--- src/rtl/pipelined_cla_adder.sv ---
// Pipelined N-bit adder/subtractor: one 4-bit carry-lookahead group per stage,
// with skew registers carrying pending operand bits and finished sum bits along.
module pipelined_cla_adder #(
    parameter int WIDTH = 16
) (
    input  logic             clk,
    input  logic             rst_n,
    input  logic             in_valid,
    output logic             in_ready,
    input  logic [WIDTH-1:0] a,
    input  logic [WIDTH-1:0] b,
    input  logic             cin,
    input  logic             sub,
    output logic             out_valid,
    input  logic             out_ready,
    output logic [WIDTH-1:0] sum,
    output logic             cout,
    output logic             ovf
);

    localparam int NGRP = WIDTH / 4;

    logic             en;
    logic [WIDTH-1:0] b_eff;
    logic             c0;

    // The whole pipe moves as one; a stalled final stage freezes every stage.
    assign en       = out_ready | ~out_valid;
    assign in_ready = en;
    assign b_eff    = sub ? ~b : b;
    assign c0       = sub | cin;

    // Returns {c4, s[3:0]} for one 4-bit lookahead group.
    function automatic logic [4:0] cla4(input logic [3:0] x, input logic [3:0] y,
                                        input logic ci);
        logic [3:0] p;
        logic [3:0] g;
        logic [4:0] c;
        p    = x ^ y;
        g    = x & y;
        c[0] = ci;
        c[1] = g[0] | (p[0] & ci);
        c[2] = g[1] | (p[1] & g[0]) | (p[1] & p[0] & ci);
        c[3] = g[2] | (p[2] & g[1]) | (p[2] & p[1] & g[0]) | (p[2] & p[1] & p[0] & ci);
        c[4] = g[3] | (p[3] & g[2]) | (p[3] & p[2] & g[1]) | (p[3] & p[2] & p[1] & g[0])
             | (p[3] & p[2] & p[1] & p[0] & ci);
        return {c[4], p ^ c[3:0]};
    endfunction

    for (genvar k = 0; k < NGRP; k++) begin : g_stage
        logic           vin;
        logic [3:0]     ga;
        logic [3:0]     gb;
        logic           gc;
        logic [4:0]     r;
        logic [4*k+3:0] sum_nxt;
        logic           vld;
        logic           cq;
        logic [4*k+3:0] sum_q;

        if (k == 0) begin : g_in
            logic [WIDTH-1:0] a_src;
            logic [WIDTH-1:0] b_src;
            assign a_src   = a;
            assign b_src   = b_eff;
            assign vin     = in_valid;
            assign gc      = c0;
            assign sum_nxt = r[3:0];
        end else begin : g_in
            logic [WIDTH-1:4*k] a_src;
            logic [WIDTH-1:4*k] b_src;
            assign a_src   = g_stage[k-1].g_fwd.a_hi;
            assign b_src   = g_stage[k-1].g_fwd.b_hi;
            assign vin     = g_stage[k-1].vld;
            assign gc      = g_stage[k-1].cq;
            assign sum_nxt = {r[3:0], g_stage[k-1].sum_q};
        end

        assign ga = g_in.a_src[4*k+3:4*k];
        assign gb = g_in.b_src[4*k+3:4*k];
        assign r  = cla4(ga, gb, gc);

        // NOTE: sequential state uses non-blocking assignments so every stage
        // samples its predecessor's pre-edge value; data registers are reset
        // too, so outputs read as zero while the pipe is empty after reset.
        always_ff @(posedge clk or negedge rst_n) begin
            if (!rst_n) begin
                vld   <= 1'b0;
                cq    <= 1'b0;
                sum_q <= '0;
            end else if (en) begin
                vld   <= vin;
                cq    <= r[4];
                sum_q <= sum_nxt;
            end
        end

        if (k < NGRP - 1) begin : g_fwd
            logic [WIDTH-1:4*k+4] a_hi;
            logic [WIDTH-1:4*k+4] b_hi;
            always_ff @(posedge clk or negedge rst_n) begin
                if (!rst_n) begin
                    a_hi <= '0;
                    b_hi <= '0;
                end else if (en) begin
                    a_hi <= g_in.a_src[WIDTH-1:4*k+4];
                    b_hi <= g_in.b_src[WIDTH-1:4*k+4];
                end
            end
        end

        if (k == NGRP - 1) begin : g_last
            logic c3q;
            // Carry into the MSB recovered from the sum bit: s3 = p3 ^ c3.
            always_ff @(posedge clk or negedge rst_n) begin
                if (!rst_n) begin
                    c3q <= 1'b0;
                end else if (en) begin
                    c3q <= r[3] ^ ga[3] ^ gb[3];
                end
            end
        end
    end

    assign out_valid = g_stage[NGRP-1].vld;
    assign sum       = g_stage[NGRP-1].sum_q;
    assign cout      = g_stage[NGRP-1].cq;
    assign ovf       = g_stage[NGRP-1].g_last.c3q ^ g_stage[NGRP-1].cq;

endmodule

--- config.mk ---
export PLATFORM = sky130hd
export DESIGN_NAME = pipelined_cla_adder
export DESIGN_NICKNAME = d
export VERILOG_FILES = /design/src/rtl/pipelined_cla_adder.sv
export SDC_FILE = /design/constraint.sdc
export NUM_CORES = 1
export LEC_CHECK = 0
export ABC_AREA = 1
export CAP_MARGIN = 10
export CORE_ASPECT_RATIO = 0.5
export CORE_MARGIN = 5
export CORE_UTILIZATION = 45
export CTS_CLUSTER_DIAMETER = 200
export CTS_CLUSTER_SIZE = 10
export DETAILED_ROUTE_END_ITERATION = 6
export GPL_TIMING_DRIVEN = 1
export PLACE_DENSITY = 0.63
export REMOVE_ABC_BUFFERS = 1
export SKIP_CTS_REPAIR_TIMING = 1
export SYNTH_ARGS = -nofsm -noshare
export SYNTH_HDL_FRONTEND = slang
export SYNTH_SLANG_ARGS = --single-unit
--- constraint.sdc ---
create_clock -name clk -period 1.9 [get_ports clk]
set_clock_uncertainty 0.05 [all_clocks]
set_input_delay 0.38 -clock clk [delete_from_list [all_inputs] [get_ports clk]]
set_output_delay 0.38 -clock clk [all_outputs]
set_load 0.01 [all_outputs]
==> flow_metrics.env, run 1 <==
export IMPL_grt_first_pass_wirelength_um=14700
export IMPL_nFillCells=878
export IMPL_first_pass_iters=4
export IMPL_antenna_found_initial=0
export IMPL_crit_type="input port to flop"
export IMPL_antenna_left=0
export IMPL_maxSlewHeadroom_pct=71.1
export IMPL_numCtsBuffers=9
export IMPL_grt_overflow=0
export IMPL_worst_pin_slew_ns=0.433
export IMPL_use_met2_pct=25.3
export IMPL_startpoint_type="input port"
export IMPL_boundaryPins=58
export IMPL_dp_cells=689
export IMPL_busiest_layer="met2"
export IMPL_fin_crit_sh_pct=93.9
export IMPL_initial_core_util_pct=46.9
export IMPL_grt_use_met3_pct=4.46
export IMPL_period_needed_ns=1.78
export IMPL_use_met1_pct=19.7
export IMPL_clock_sinks=97
export IMPL_drv_slew=0
export IMPL_p_leak_nw=2.74
export IMPL_syn2layout_area_growth_pct=24.2
export IMPL_n_antenna_cell=0
export IMPL_vias_per_cell=4.76
export IMPL_htreeDepth=3
export IMPL_yosys_warnings=0
export IMPL_layout_cells_non_filler=705
export IMPL_row_count=25
export IMPL_async_flop_share_pct=100
export IMPL_setup_slack_ns=0.116
export IMPL_yosys_area_top_type_share_pct=53.9
export IMPL_min_path_type="flop to flop"
export IMPL_io_buffers=57
export IMPL_clockBufferDepth=2
export IMPL_grtUsageTotal_pct=15.2
export IMPL_crit_fanout=7
export IMPL_ys_seq_elements=97
export IMPL_drtIter0Drc=172
export IMPL_dr_total_vias=3358
export IMPL_ys_flop_type="dfrtp_1"
export IMPL_place_gp_congestion=0.790
export IMPL_avgSynthCellArea_um2=8.93
export IMPL_max_freq_mhz=561
export IMPL_fp_dieH_um=80.7
export IMPL_ctsRootBufferMaster="clkbuf_16"
export IMPL_grt_max_degree=55
export IMPL_status="complete, no violations"
export IMPL_final_hold_viol_count=0
export IMPL_pre_cts_ws_ns=-0.241
export IMPL_num_nets_final=624
export IMPL_drc=0
export IMPL_finalSetupViolCount=0
export IMPL_final_layout_size_suffix_gt1_share_pct=7.19
export IMPL_rsz0062_at_grt="false"
export IMPL_routed_wl_um=8490
export IMPL_arrival_ns=1.96
export IMPL_synth_edf_count=0
export IMPL_postSynthCellCount=504
export IMPL_cts_tree="built"
export IMPL_wire_per_inst_um=12.0
export IMPL_fp_dieW_um=151
export IMPL_cp_data_required_time_ns=2.08
export IMPL_final_area_mm2=0.00559
export IMPL_clock_latency_ns=0.34
export IMPL_end_kind="flop"
export IMPL_netlist_cell_type_count=28
export IMPL_die_area_mm2=0.0122
export IMPL_ys_seq_area_share_pct=53.9
export IMPL_hpwl_um=5810
export IMPL_clk_pin_slew_ns=0.06
export IMPL_synth_area_top_cells="dfrtp_1, nand2_1, o21ai_0, ha_1, xnor2_1"
export IMPL_syn_area_mm2=0.00450
export IMPL_place_area_mm2=0.00527
export IMPL_power_density_mw_per_mm2=1540
export IMPL_max_cap_violations=0
export IMPL_coreArea_mm2=0.00960
export IMPL_p_total_mw=8.60
export IMPL_yosysTopAreaCell="dfrtp_1"
export IMPL_irDropWorstVdd_mv=0.631
export IMPL_grt_pass1_vias=3283
## per-layer routing
metal	vias to the layer above	wire, µm
met5	-	0
li1	1720	-
met3	11	325
met4	0	116
met2	45	3840
met1	1582	4200
## final cells by class
type                       instances  area (µm²)  area share (%)
multi-input combinational        347        1790            32.1
timing repair buffer              76         772            13.8
tap                              135         169            3.02
clock inverter                     2        37.5           0.671
inverter                          35         131            2.35
sequential                        97        2430            43.4
clock buffer                      13         260            4.65
## registers in the layout, summed over array words and instances, names as in the netlist
signal and count:
g_stage.g_fwd.a_hi 24, cout 1, g_stage.cq 3, g_stage.g_last.c3q 1
g_stage.g_fwd.b_hi 24, out_valid 1, g_stage.sum_q 24, sum 16
g_stage.vld 3
## kinds of logic after synthesis
| logic type | synth area share (%) |
|---|---|
| AND/OR/NAND/NOR | 21.7 |
| flip-flops | 53.9 |
| AO/OA/AOI/OAI | 7.53 |
| buffers and inverters | 6.34 |
| XOR/XNOR | 4.28 |
| adder cells (fa/ha/maj) | 6.22 |
## Yosys cell counts, drive strengths merged (4+ instances only)
library cell and count:
nand2 204, dfrtp 97, o21ai 46, inv 35, buf 24, ha 16
nand3 16, xnor2 15, nor2 10, a21oi 8, nand4 8, xor2 7
fa 4
## cells in the final DEF (no fill, tap or decap), types with 9 or more instances in the layout
master and n:
nand2_1 200, dfrtp_1 97, nor2_1 9, nand3_1 16
buf_4 14, o21ai_0 42, xnor2_1 15, clkbuf_16 9
inv_1 33, clkdlybuf4s50_1 54, ha_1 16
## per-stage QoR
stage | hold WS [ns] | util (%) | setup TNS, ns
6_report | 0.400 | 58.2 | 0
5_1_grt | 0.428 | 58.2 | 0
2_1_floorplan | 0.0344 | - | -59.63
3_3_place_gp | 0.307 | 54.9 | -4.49
3_5_place_dp | 0.309 | 54.9 | -4.93
4_1_cts | -0.0579 | 58.0 | -0.0925
## worst paths after layout
kind / from / end / slack (ns) / cells after the start
max: sub / g_stage[0].sum_q[3] / 0.12 / 9
min: g_stage[2].vld / out_valid / 0.40 / 2
max reg2reg: out_valid / cout / 0.25 / 6
min reg2reg: g_stage[2].vld / out_valid / 0.40 / 2
max in group asynchronous: rst_n / sum[15] / 0.79 / 3
min in group asynchronous: rst_n / g_stage[2].sum_q[6] / 0.48 / 2
## worst max-delay path, cell delays in order
cell and delay [ns]:
clkdlybuf4s50_1 0.47, buf_6 0.14, xor2_1 0.16, ha_1 0.31, a21oi_2 0.14, o21a_1 0.15
nand3b_1 0.07, nand3_1 0.08, nand2_1 0.05
## power by group
| part | leakage [nW] | internal [mW] | switching (mW) | total, mW |
|---|---|---|---|---|
| registers | 1.17 | 2.99 | 0.502 | 3.49 |
| clock network | 0.142 | 1.09 | 0.734 | 1.82 |
| logic | 1.42 | 1.51 | 1.78 | 3.29 |
Note: power is estimated with default switching activity, not from simulation.
==> inputs of run 2 (changes only) <==
--- a/config.mk
+++ b/config.mk
@@ -17,6 +17,7 @@
 export PLACE_DENSITY = 0.63
 export REMOVE_ABC_BUFFERS = 1
 export SKIP_CTS_REPAIR_TIMING = 1
+export SLEW_MARGIN = 20
 export SYNTH_ARGS = -nofsm -noshare
 export SYNTH_HDL_FRONTEND = slang
 export SYNTH_SLANG_ARGS = --single-unit
==> constraint.sdc (replaced) <==
create_clock -name clk -period 1.9 [get_ports clk]
set_clock_uncertainty 0.05 [all_clocks]
set_input_delay 0.38 -clock clk [delete_from_list [all_inputs] [get_ports clk]]
set_output_delay 0.38 -clock clk [all_outputs]
set_load 0.05 [all_outputs]
==> flow_metrics.env, run 2 (synthesis gave the netlist of run 1 again) <==
export IMPL_worst_pin_slew_ns=0.412
export IMPL_setup_slack_ns=0.183
export IMPL_num_nets_final=627
export IMPL_grt_first_pass_wirelength_um=14600
export IMPL_ctsRootBufferMaster="clkbuf_16"
export IMPL_cp_data_required_time_ns=1.47
export IMPL_finalSetupViolCount=0
export IMPL_largestRegisters="g_stage.g_fwd.a_hi x24, g_stage.g_fwd.b_hi x24, g_stage.sum_q x24"
export IMPL_cts_tree="built"
export IMPL_initial_core_util_pct=46.9
export IMPL_grt_overflow=0
export IMPL_first_pass_iters=4
export IMPL_rsz0062_at_grt="false"
export IMPL_n_antenna_cell=0
export IMPL_io_buffers=57
export IMPL_end_kind="output pin"
export IMPL_syn2layout_area_growth_pct=25.4
export IMPL_p_leak_nw=2.80
export IMPL_min_path_type="input port to async pin"
export IMPL_antenna_found_initial=0
export IMPL_htreeDepth=3
export IMPL_wire_per_inst_um=11.6
export IMPL_antenna_left=0
export IMPL_maxSlewHeadroom_pct=72.5
export IMPL_grt_max_degree=48
export IMPL_startpoint="out_ready"
export IMPL_p_total_mw=9.55
export IMPL_clock_latency_ns=0.33
export IMPL_fp_dieH_um=80.7
export IMPL_grt_pass1_vias=3253
export IMPL_hpwl_um=5880
export IMPL_clockBufferDepth=2
export IMPL_vias_per_cell=4.67
export IMPL_dr_total_vias=3312
export IMPL_boundaryPins=58
export IMPL_coreArea_mm2=0.00960
export IMPL_drc=0
export IMPL_row_count=25
export IMPL_final_hold_viol_count=0
export IMPL_place_gp_congestion=0.835
export IMPL_final_layout_size_suffix_gt1_share_pct=12.2
export IMPL_die_area_mm2=0.0122
export IMPL_numCtsBuffers=9
export IMPL_period_needed_ns=1.72
export IMPL_irDropWorstVdd_mv=0.591
export IMPL_clock_sinks=97
export IMPL_startpoint_type="input port"
export IMPL_max_freq_mhz=583
export IMPL_drtIter0Drc=123
export IMPL_max_cap_violations=0
export IMPL_final_cell_mix="nand2_1, dfrtp_1, o21ai_0, buf_4, clkdlybuf4s50_1"
export IMPL_routed_wl_um=8250
export IMPL_drv_slew=0
export IMPL_clk_pin_slew_ns=0.07
export IMPL_r2r_start="g_stage[2].g_fwd.a_hi[14]"
export IMPL_grtUsageTotal_pct=14.8
export IMPL_arrival_ns=1.29
export IMPL_fp_dieW_um=151
export IMPL_status="complete, no violations"
export IMPL_power_density_mw_per_mm2=1690
export IMPL_fin_crit_sh_pct=90.3
export IMPL_crit_fanout=6
export IMPL_pre_cts_ws_ns=-0.288
export IMPL_final_common_cell="nand2_1"
export IMPL_crit_type="input port to output pin"
run 2: layout make-up:
class	instances	area, µm²
Clock buffer	10	239
Clock inverter	6	114
Fill cell	865	3960
Inverter	35	131
Multi-Input combinational cell	347	1810
Sequential cell	97	2430
Tap cell	135	169
Timing Repair Buffer	79	754
run 2: through the flow:
| stage | hold slack [ns] | std cells | util, % | instance area, µm² | TNS, ns |
|---|---|---|---|---|---|
| detailed placement | 0.194 | 692 | 54.7 | 5260 | -1.11 |
| global route | 0.388 | 709 | 58.8 | 5650 | 0 |
| floorplan | 0.0344 | 479 | - | 4350 | -98.15 |
| finish | 0.385 | 709 | 58.8 | 5650 | 0 |
| CTS | -0.168 | 708 | 58.4 | 5610 | 0 |
| global placement | 0.193 | 692 | 54.7 | 5260 | -0.918 |
run 2: final timing paths:
path	slack (ns)	depth (start not counted)	to
max	0.18	4	in_ready
min	0.39	2	g_stage[0].g_fwd.a_hi[4]
max reg2reg	0.35	8	g_stage[3].g_last.c3q
min reg2reg	0.40	2	out_valid
max in group asynchronous	0.92	3	g_stage[3].g_last.c3q
min in group clk	0.40	2	out_valid
run 2: worst max-delay path, stage by stage:
cell and delay, ns:
clkdlybuf4s50_1 0.45, nor2_4 0.17, inv_2 0.12, buf_12 0.16
run 2: per-layer routing:
layer | vias to the layer above | global-route usage [%] | wire length (µm)
li1 | 1724 | - | -
met1 | 1538 | 19.7 | 4070
met2 | 45 | 24.5 | 3780
met3 | 5 | 4.24 | 343
met4 | 0 | 3.25 | 54
met5 | - | 0 | 0
run 2: power by group:
part	leakage [nW]	total, mW	internal, mW	switching [mW]
clock	0.165	2.08	1.33	0.753
combinational	1.46	3.97	1.52	2.45
sequential	1.17	3.50	2.99	0.510
==> inputs of run 3 (changes only) <==
--- a/config.mk
+++ b/config.mk
@@ -14,10 +14,9 @@
 export CTS_CLUSTER_SIZE = 10
 export DETAILED_ROUTE_END_ITERATION = 6
 export GPL_TIMING_DRIVEN = 1
+export MAX_ROUTING_LAYER = met4
 export PLACE_DENSITY = 0.63
-export REMOVE_ABC_BUFFERS = 1
 export SKIP_CTS_REPAIR_TIMING = 1
-export SLEW_MARGIN = 20
 export SYNTH_ARGS = -nofsm -noshare
 export SYNTH_HDL_FRONTEND = slang
 export SYNTH_SLANG_ARGS = --single-unit
==> flow_metrics.env, run 3 (synthesis gave the netlist of run 1 again) <==
export IMPL_vias_per_cell=4.66
export IMPL_num_nets_final=622
export IMPL_arrival_ns=1.96
export IMPL_crit_type="input port to flop"
export IMPL_cp_common_cell="nand2_1"
export IMPL_ctsRootBufferMaster="clkbuf_16"
export IMPL_grt_overflow=0
export IMPL_dr_total_vias=3283
export IMPL_slowest_delay_ns=0.40
export IMPL_n_antenna_cell=0
export IMPL_maxSlewHeadroom_pct=68.2
export IMPL_largestRegisters="g_stage.g_fwd.a_hi x24, g_stage.g_fwd.b_hi x24, g_stage.sum_q x24"
export IMPL_clock_latency_ns=0.34
export IMPL_initial_core_util_pct=46.9
export IMPL_die_area_mm2=0.0122
export IMPL_max_freq_mhz=563
export IMPL_grt_pass1_vias=3189
export IMPL_hpwl_um=5990
export IMPL_final_cell_mix="nand2_1, dfrtp_1, o21ai_0, clkdlybuf4s50_1, inv_1"
export IMPL_setup_tns_ns=0
export IMPL_max_cap_violations=0
export IMPL_crit_fanout=6
export IMPL_grt_first_pass_wirelength_um=15300
export IMPL_sequentialPowerShare_pct=38.0
export IMPL_wire_per_inst_um=12.1
export IMPL_syn2layout_area_growth_pct=22.9
export IMPL_final_common_cell="nand2_1"
export IMPL_routed_wl_um=8540
export IMPL_antenna_left=0
export IMPL_htreeDepth=3
export IMPL_p_int_mw=5.45
export IMPL_status="complete, no violations"
export IMPL_irDropWorstVdd_mv=0.583
export IMPL_numCtsBuffers=9
export IMPL_min_path_type="flop to flop"
export IMPL_antenna_found_initial=0
export IMPL_grt_max_degree=72
export IMPL_final_layout_size_suffix_gt1_share_pct=10.9
export IMPL_swShare_pct=41.0
export IMPL_drtIter0Drc=152
export IMPL_p_sw_mw=3.79
export IMPL_fp_dieW_um=151
export IMPL_path_cells="clkdlybuf4s50_1, buf_4, xor2_1, ha_1, nand2_1, o21a_1, nand2_1, nand2_1, nand3_1, nand2_1"
export IMPL_drc=0
export IMPL_end_kind="flop"
export IMPL_final_hold_viol_count=0
export IMPL_mappedNetlistNets=562
export IMPL_finalSetupViolCount=0
export IMPL_period_needed_ns=1.78
export IMPL_first_pass_iters=4
export IMPL_drv_slew=0
export IMPL_clock_sinks=97
export IMPL_coreArea_mm2=0.00960
export IMPL_grtUsageTotal_pct=16.1
export IMPL_cp_num_buf_inv=2
export IMPL_power_density_mw_per_mm2=1670
export IMPL_clockBufferDepth=2
export IMPL_place_gp_congestion=0.801
export IMPL_fp_dieH_um=80.7
export IMPL_cp_top_family="buffers and inverters"
export IMPL_worst_hold_slack_ns=0.407
export IMPL_fin_crit_sh_pct=93.5
export IMPL_row_count=25
export IMPL_crit_slowest_cell="clkdlybuf4s50_1"
export IMPL_startpoint_type="input port"
export IMPL_pwr_share_comb_pct=43.1
export IMPL_worst_pin_slew_ns=0.477
export IMPL_clk_pin_slew_ns=0.07
export IMPL_boundaryPins=58
export IMPL_cp_data_required_time_ns=2.08
export IMPL_io_buffers=57
export IMPL_p_leak_nw=2.74
export IMPL_clock_power_share_pct=18.9
export IMPL_cts_tree="built"
run 3: final cells by class:
| cell class | instances | area [µm²] |
|---|---|---|
| clock buffers | 11 | 253 |
| clock inverters | 5 | 37.5 |
| fillers | 892 | 4070 |
| inverters | 35 | 131 |
| multi-input cells | 347 | 1790 |
| flip-flops and latches | 97 | 2430 |
| well taps | 135 | 169 |
| repair buffers | 74 | 723 |
run 3: routing by layer:
layer	global-route usage (%)	wire (µm)	vias to the layer above
li1	-	-	1714
met1	23.4	4510	1503
met2	22.8	3570	57
met3	3.90	376	9
met4	3.89	82	0
met5	-	0	-
run 3: final timing paths:
check                                           from                        end  slack [ns]  cells after the start
max in group asynchronous                      rst_n              g_stage[2].cq        0.74                      3
hold reg to reg            g_stage[0].g_fwd.b_hi[11]  g_stage[1].g_fwd.b_hi[11]        0.41                      2
setup / recovery                                 sub        g_stage[0].sum_q[3]        0.12                     10
hold / removal             g_stage[0].g_fwd.b_hi[11]  g_stage[1].g_fwd.b_hi[11]        0.41                      2
setup reg to reg            g_stage[0].g_fwd.a_hi[6]              g_stage[1].cq        0.31                      8
min in group asynchronous                      rst_n        g_stage[0].sum_q[1]        0.49                      2
run 3: per-stage QoR:
| stage | cell area, µm² | setup WS (ns) | instances | total power [mW] | utilization, % |
|---|---|---|---|---|---|
| after global routing | 5540 | -0.000798 | 704 | 10.1 | 57.6 |
| after floorplan | 4500 | 0.0185 | 504 | 6.40 | - |
| after CTS | 5520 | 0.122 | 703 | 9.34 | 57.5 |
| after global placement | 5230 | -0.213 | 687 | 7.48 | 54.5 |
| after detailed placement | 5230 | -0.234 | 687 | 7.56 | 54.5 |
| final | 5540 | 0.123 | 704 | 9.24 | 57.6 |
run 3: power by group through the flow:
stage / clock network [mW] / logic, mW / registers, mW
after floorplan: 0 / 2.31 / 4.09
after global placement: 0 / 3.93 / 3.55
after detailed placement: 0 / 4.00 / 3.56
after CTS: 1.79 / 4.02 / 3.53
after global routing: 1.89 / 4.54 / 3.65
final: 1.75 / 3.98 / 3.51
run 3: worst reg2reg max path, stage by stage (launching register included):
cell	delay, ns
dfrtp_1	0.39
ha_1	0.36
a21oi_1	0.14
and2_1	0.13
nand2_1	0.09
nand2_1	0.07
nand2_1	0.06
nor2_1	0.15
nor2_1	0.05
